## src/rtl/mux_4to1_pkg.sv

```systemverilog
// Shared constants and select-rotation helper for the 4-way rotating selector bank.
package mux_4to1_pkg;

    localparam int SEL_W  = 2;
    localparam int NUM_IN = 4;

    // The 2-bit add wraps naturally, which gives the mod-4 rotation with no carry kept.
    function automatic logic [SEL_W-1:0] rot_idx(input logic [SEL_W-1:0] s, input int unsigned k);
        logic [SEL_W-1:0] kk;
        kk = k[SEL_W-1:0];
        return s + kk;
    endfunction

endpackage

```

## src/rtl/mux_4to1_mux4_comb.sv

```systemverilog
// Combinational DATA_W-wide 4:1 multiplexer with a 2-bit select.
module mux4_comb
    import mux_4to1_pkg::*;
#(
    parameter int DATA_W = 1
) (
    input  logic [SEL_W-1:0]               sel,
    input  logic [NUM_IN-1:0][DATA_W-1:0]  data,
    output logic [DATA_W-1:0]              out
);

    assign out = data[sel];

endmodule

```

## src/rtl/mux_4to1.sv

```systemverilog
// Registered selector bank: E1 is the plain 4:1 mux of A..D, E2..E4 successive rotations.
module mux_4to1
    import mux_4to1_pkg::*;
#(
    parameter int DATA_W = 1
) (
    input  logic              clk,
    input  logic              rst_n,
    input  logic              en,
    input  logic              x,
    input  logic              y,
    input  logic [DATA_W-1:0] A,
    input  logic [DATA_W-1:0] B,
    input  logic [DATA_W-1:0] C,
    input  logic [DATA_W-1:0] D,
    output logic [DATA_W-1:0] E1,
    output logic [DATA_W-1:0] E2,
    output logic [DATA_W-1:0] E3,
    output logic [DATA_W-1:0] E4
);

    logic [SEL_W-1:0]              s;
    logic [NUM_IN-1:0][DATA_W-1:0] data;
    logic [NUM_IN-1:0][DATA_W-1:0] e_next;
    logic [NUM_IN-1:0][DATA_W-1:0] e_q;

    assign s    = {x, y};
    assign data = {D, C, B, A};

    // Output k reads input (s + k) mod 4, so the four outputs form a barrel rotation.
    for (genvar k = 0; k < NUM_IN; k++) begin : g_mux
        logic [SEL_W-1:0] sel;
        assign sel = rot_idx(s, k);
        mux4_comb #(.DATA_W(DATA_W)) u_mux (
            .sel  (sel),
            .data (data),
            .out  (e_next[k])
        );
    end

    always_ff @(posedge clk or negedge rst_n) begin
        if (!rst_n)
            e_q <= '0;
        else if (en)
            e_q <= e_next;
    end

    assign E1 = e_q[0];
    assign E2 = e_q[1];
    assign E3 = e_q[2];
    assign E4 = e_q[3];

endmodule

```

## config.mk

```make
export PLATFORM = sky130hd
export DESIGN_NAME = mux_4to1
export DESIGN_NICKNAME = d
export VERILOG_FILES = /design/src/rtl/mux_4to1_pkg.sv /design/src/rtl/mux_4to1_mux4_comb.sv /design/src/rtl/mux_4to1.sv
export SDC_FILE = /design/constraint.sdc
export NUM_CORES = 1
export LEC_CHECK = 0
export BUFFER_PORTS_ARGS = -buffer_cell sky130_fd_sc_hd__buf_2
export CORE_AREA = 2 2 39 41
export DETAILED_ROUTE_END_ITERATION = 12
export DIE_AREA = 0 0 41 43
export SYNTH_ARGS = -nofsm -noshare
export SYNTH_HDL_FRONTEND = slang
export SYNTH_SLANG_ARGS = --single-unit
```

## constraint.sdc

```tcl
create_clock -name clk -period 0.9 [get_ports clk]
set_input_delay 0.045 -clock clk [delete_from_list [all_inputs] [get_ports clk]]
set_output_delay 0.045 -clock clk [all_outputs]
set_load 0.01 [all_outputs]
```

# Word level (Yosys, flattened, before mapping)

Index checks and enable logic that the tools add are counted.

Output and inout port bits: 4
Bits of input ports: 9
Register bits after elaboration: 4

Add/subtract/negate cells: 3
$lt $le $gt $ge: 4
Muxes and demuxes: 8

Operators with widths:

| cell                                                                  | count |
|---|---|
| 2-bit by 3-bit < comparator with 1-bit output (second input constant) | 4 |
| 1-bit binary-select mux with 2-bit select                             | 4 |
| 2-bit adder (second input constant)                                   | 2 |
| 1-bit two-way mux                                                     | 4 |
| 2-bit by 1-bit adder with 2-bit output (second input constant)        | 1 |

# Longest topological paths before layout

Depth after elaboration: 3
Mapped depth: 2

# Cells and area by module

From an unflattened synthesis, not the netlist that was laid out.

Cell total of the unflattened synthesis: 16
Area, all modules: 260.2 um^2

By module, submodules not included:

| module    | area an instance (um^2) | times used | cells each |
|---|---|---|---|
| mux_4to1  | 170.2                   | 1          | 12 |
| mux4_comb | 22.5                    | 4          | 1 |

# Worst setup path before layout

Ideal clock, no wire load.

Path type: input to register
Start: input y
End: register e_q, in the netlist E2
Setup slack: -0.034 ns
Cell stages on the path: 2
Setup time: 0.125 ns
Required time: 0.775 ns
Arrival: 0.809 ns
Cells stage by stage: mux4_1 mux2_2

Longest elaborated chain between the ends: 3

RTL lines:

| item                                      | line                     | text |
|---|---|---|
| start, declared                           | mux_4to1.sv:11           | `input logic y,` |
| 2-bit by 1-bit adder with 2-bit output    | mux_4to1_pkg.sv:11       | `return s + kk;` |
| 1-bit binary-select mux with 2-bit select | mux_4to1_mux4_comb.sv:12 | `assign out = data[sel];` |
| 1-bit two-way mux (implied by the code)   | mux_4to1_mux4_comb.sv:12 |  |
| end signal, assigned                      | mux_4to1.sv:45           | `e_q <= e_next;` |
| end, declared                             | mux_4to1.sv:25           | `logic [NUM_IN-1:0][DATA_W-1:0] e_q;` |

Every way passes these cells. The select of a mux whose other input is x is not followed.
A chain may end at the register's enable or synchronous reset.

# Final worst setup path

Start: input y
End: register e_q, in the netlist E4

Longest elaborated chain between the ends: 3

RTL lines:

| item                                      | line |
|---|---|
| 2-bit adder                               | mux_4to1_pkg.sv:11 |
| 1-bit binary-select mux with 2-bit select | mux_4to1_mux4_comb.sv:12 |
| 1-bit two-way mux (implied by the code)   | mux_4to1_mux4_comb.sv:12 |

Every way passes these cells. The select of a mux whose other input is x is not followed.

==> results_dict.tcl <==
set metrics [dict create \
    syn_area_um2 235.2 \
    first_global_vias 239 \
    dp_slack_ns -0.1524 \
    vias 205 \
    drtIter0Drc 2 \
    drt_wl_total_um 481 \
    clock_skew_ns 0 \
    worst_slew_pin_slew_ns 0.2000 \
    cpMaxStageDelayCell "mux4_2" \
    peakVddDrop_mv 0.4256 \
    critPathKind "in -> reg" \
    finalSetupViolCount 0 \
    critPathTopFamily "multiplexers" \
    yosysWarnings 0 \
    fin_setup_tns_ns 0 \
    nFillCells 152 \
    grt_util_all_layers_pct 8.174 \
    dp_hpwl_um 409.1 \
    syn_area_per_cell_um2 14.70 \
    final_area_um2 355.3 \
    core_region_area_um2 1384 \
    slew_viol_final 0 \
    cts.sinks 4 \
    n_antenna_cell 0 \
    worstPathCellList "buf_2, mux4_2, mux2_4" \
    fp.dieH_um 43 \
    maxCapViolCount 0 \
    insertion_delay_ns 0.23 \
    cts_setup_buffers 0 \
    relSlewSlack_pct 86.29 \
    start_util_pct 17.00 \
    synth.area.top_cells "dfrtp_1 (43%), mux4_1 (22%), mux2_2 (9.6%)" \
    timing.hold.ws_ns 0.1440 \
    gp_congestion 0.6551 \
    ant_nets 0 \
    layout-drive-gt1-share_pct 60.61 \
    die_x_um 41 \
    dr.pass1.iters 4 \
    p_total_uw 580.2 \
    antenna_found_initial 0 \
    crit_required_ns 1.02 \
    p_leak_uw 0.0001719 \
    post_drt_wl_per_cell_um 9.816 \
    crit_path_max_incr_delay_ns 0.50 \
    remaining_drc_errors 0 \
    arrival_ns 0.92 \
    worstPathMaxFanout 3 \
    worst_setup_path_start_kind "primary input" \
    port_buffers 12 \
    grt_overflow_total 0 \
    setup_ws_ns 0.09130 \
    rr_startpoint "E4" \
    area_growth_pct 51.06 \
    hold_viol_final 0 \
    ys_types 7 \
    status "complete, no violations" \
    cts.clk_slew.worst_paths_ns 0.04 \
    synth_top_area_share_pct 42.55 \
    fin_nets 44 \
    synthCells 16 \
    cts_tree "done" \
    hold_class "in -> async" \
    path_buf_inv 1 \
    rr_endpoint "E4" \
    viasPerCell 4.184 \
    num_rows 14 \
    grt_max_degree 7 \
    fin_crit_sh_pct 89.86 \
    yosysSeqAreaShare_pct 42.55 \
    numCtsBuffers 3 \
    io_pins 13 \
    p_per_area_nw_per_um2 1633 \
    clockBufferDepth 2 \
    fin_crit_ns 0.8087 \
    postPlaceCellArea_um2 322.8 \
    synth_top_area_cell "dfrtp_1" \
    max_freq_ghz 1.237 \
    r2r_setup_slack_ns 0.15 \
    rsz0062_at_grt "false" \
    end_kind "register" \
    cts_max_level 1 \
    synth_nets 25 \
    r2r_cells 1 \
    cts_root_buffer "clkbuf_4" \
    ys_seq_elements 4 \
    die-area_um2 1763 \
    grt_pass1_wl_um 897 \
]
cells in the mapped netlist (all sizes together):
| cell type | instances |
|---|---|
| dfrtp | 4 |
| mux2 | 2 |
| mux2i | 2 |
| mux4 | 2 |
| nand2 | 1 |
| nand2b | 3 |
| o221ai | 2 |
per-layer routing:
layer | wire length, um | part of all wire, % | GRT usage (%)
met1 | 225 | 47 | 9.804
met2 | 177 | 37 | 10.31
met3 | 63 | 13 | 1.571
met4 | 14 | 2.9 | 10.00
met5 | 0 | 0 | 0
worst max path at each step:
stage               from  to  slack (ns)  cells past startpoint
floorplan              y  E2        0.01                      2
global placement       y  E4       -0.15                      3
detailed placement     y  E4       -0.15                      3
CTS                   E1  E1        0.09                      1
global route           y  E4        0.06                      3
finish                 y  E4        0.09                      3
area by class of cell:
type / instances / area [um^2] / area share [%]
clock buffer: 3 / 22.52 / 6.338
multi-input combinational: 12 / 135.1 / 38.03
sequential: 4 / 100.1 / 28.17
tap: 16 / 20.02 / 5.634
timing repair buffer: 14 / 77.57 / 21.83
cells by family (layout without fill, tap and decap cells):
kind of cell	Yosys count	in the layout	synth area share, %
mux	6	6	40.43
buf+inv	0	17	0
compound gates	2	2	7.448
flops	4	4	42.55
simple gates	4	4	9.574
metrics by stage:
step,std cells,utilization [%]
after floorplan,16,-
after global placement,45,23.33
after detailed placement,45,23.33
after CTS,49,25.68
after global routing,49,25.68
final,49,25.68
state kept, by name, indices dropped and copies added, names as in the netlist:
register	cells
E1	1
E2	1
E3	1
E4	1
layout by cell type, fill, tap and decap left out:
cell type	instances
dlygate4sd3_1	1
dfrtp_1	4
buf_2	12
buf_4	1
nand2b_1	3
nand2_1	1
mux4_2	2
clkbuf_4	3
mux2i_1	2
o221ai_1	2
mux2_4	2
power breakdown:
part / switching, uW / total [uW] / leakage [uW] / internal, uW
Clock: 72.9 / 222 / 0.0000138 / 149
Sequential: 13.2 / 219 / 0.0000479 / 206
Combinational: 57.7 / 139 / 0.000110 / 81.5
what timing repair did:
item / 4_1_cts / 5_1_grt
resized for setup: 0 / 0
endpoints found under the hold margin: 4 / 0
hold buffers: 1 / 0
(Power assumes the default switching activity.)
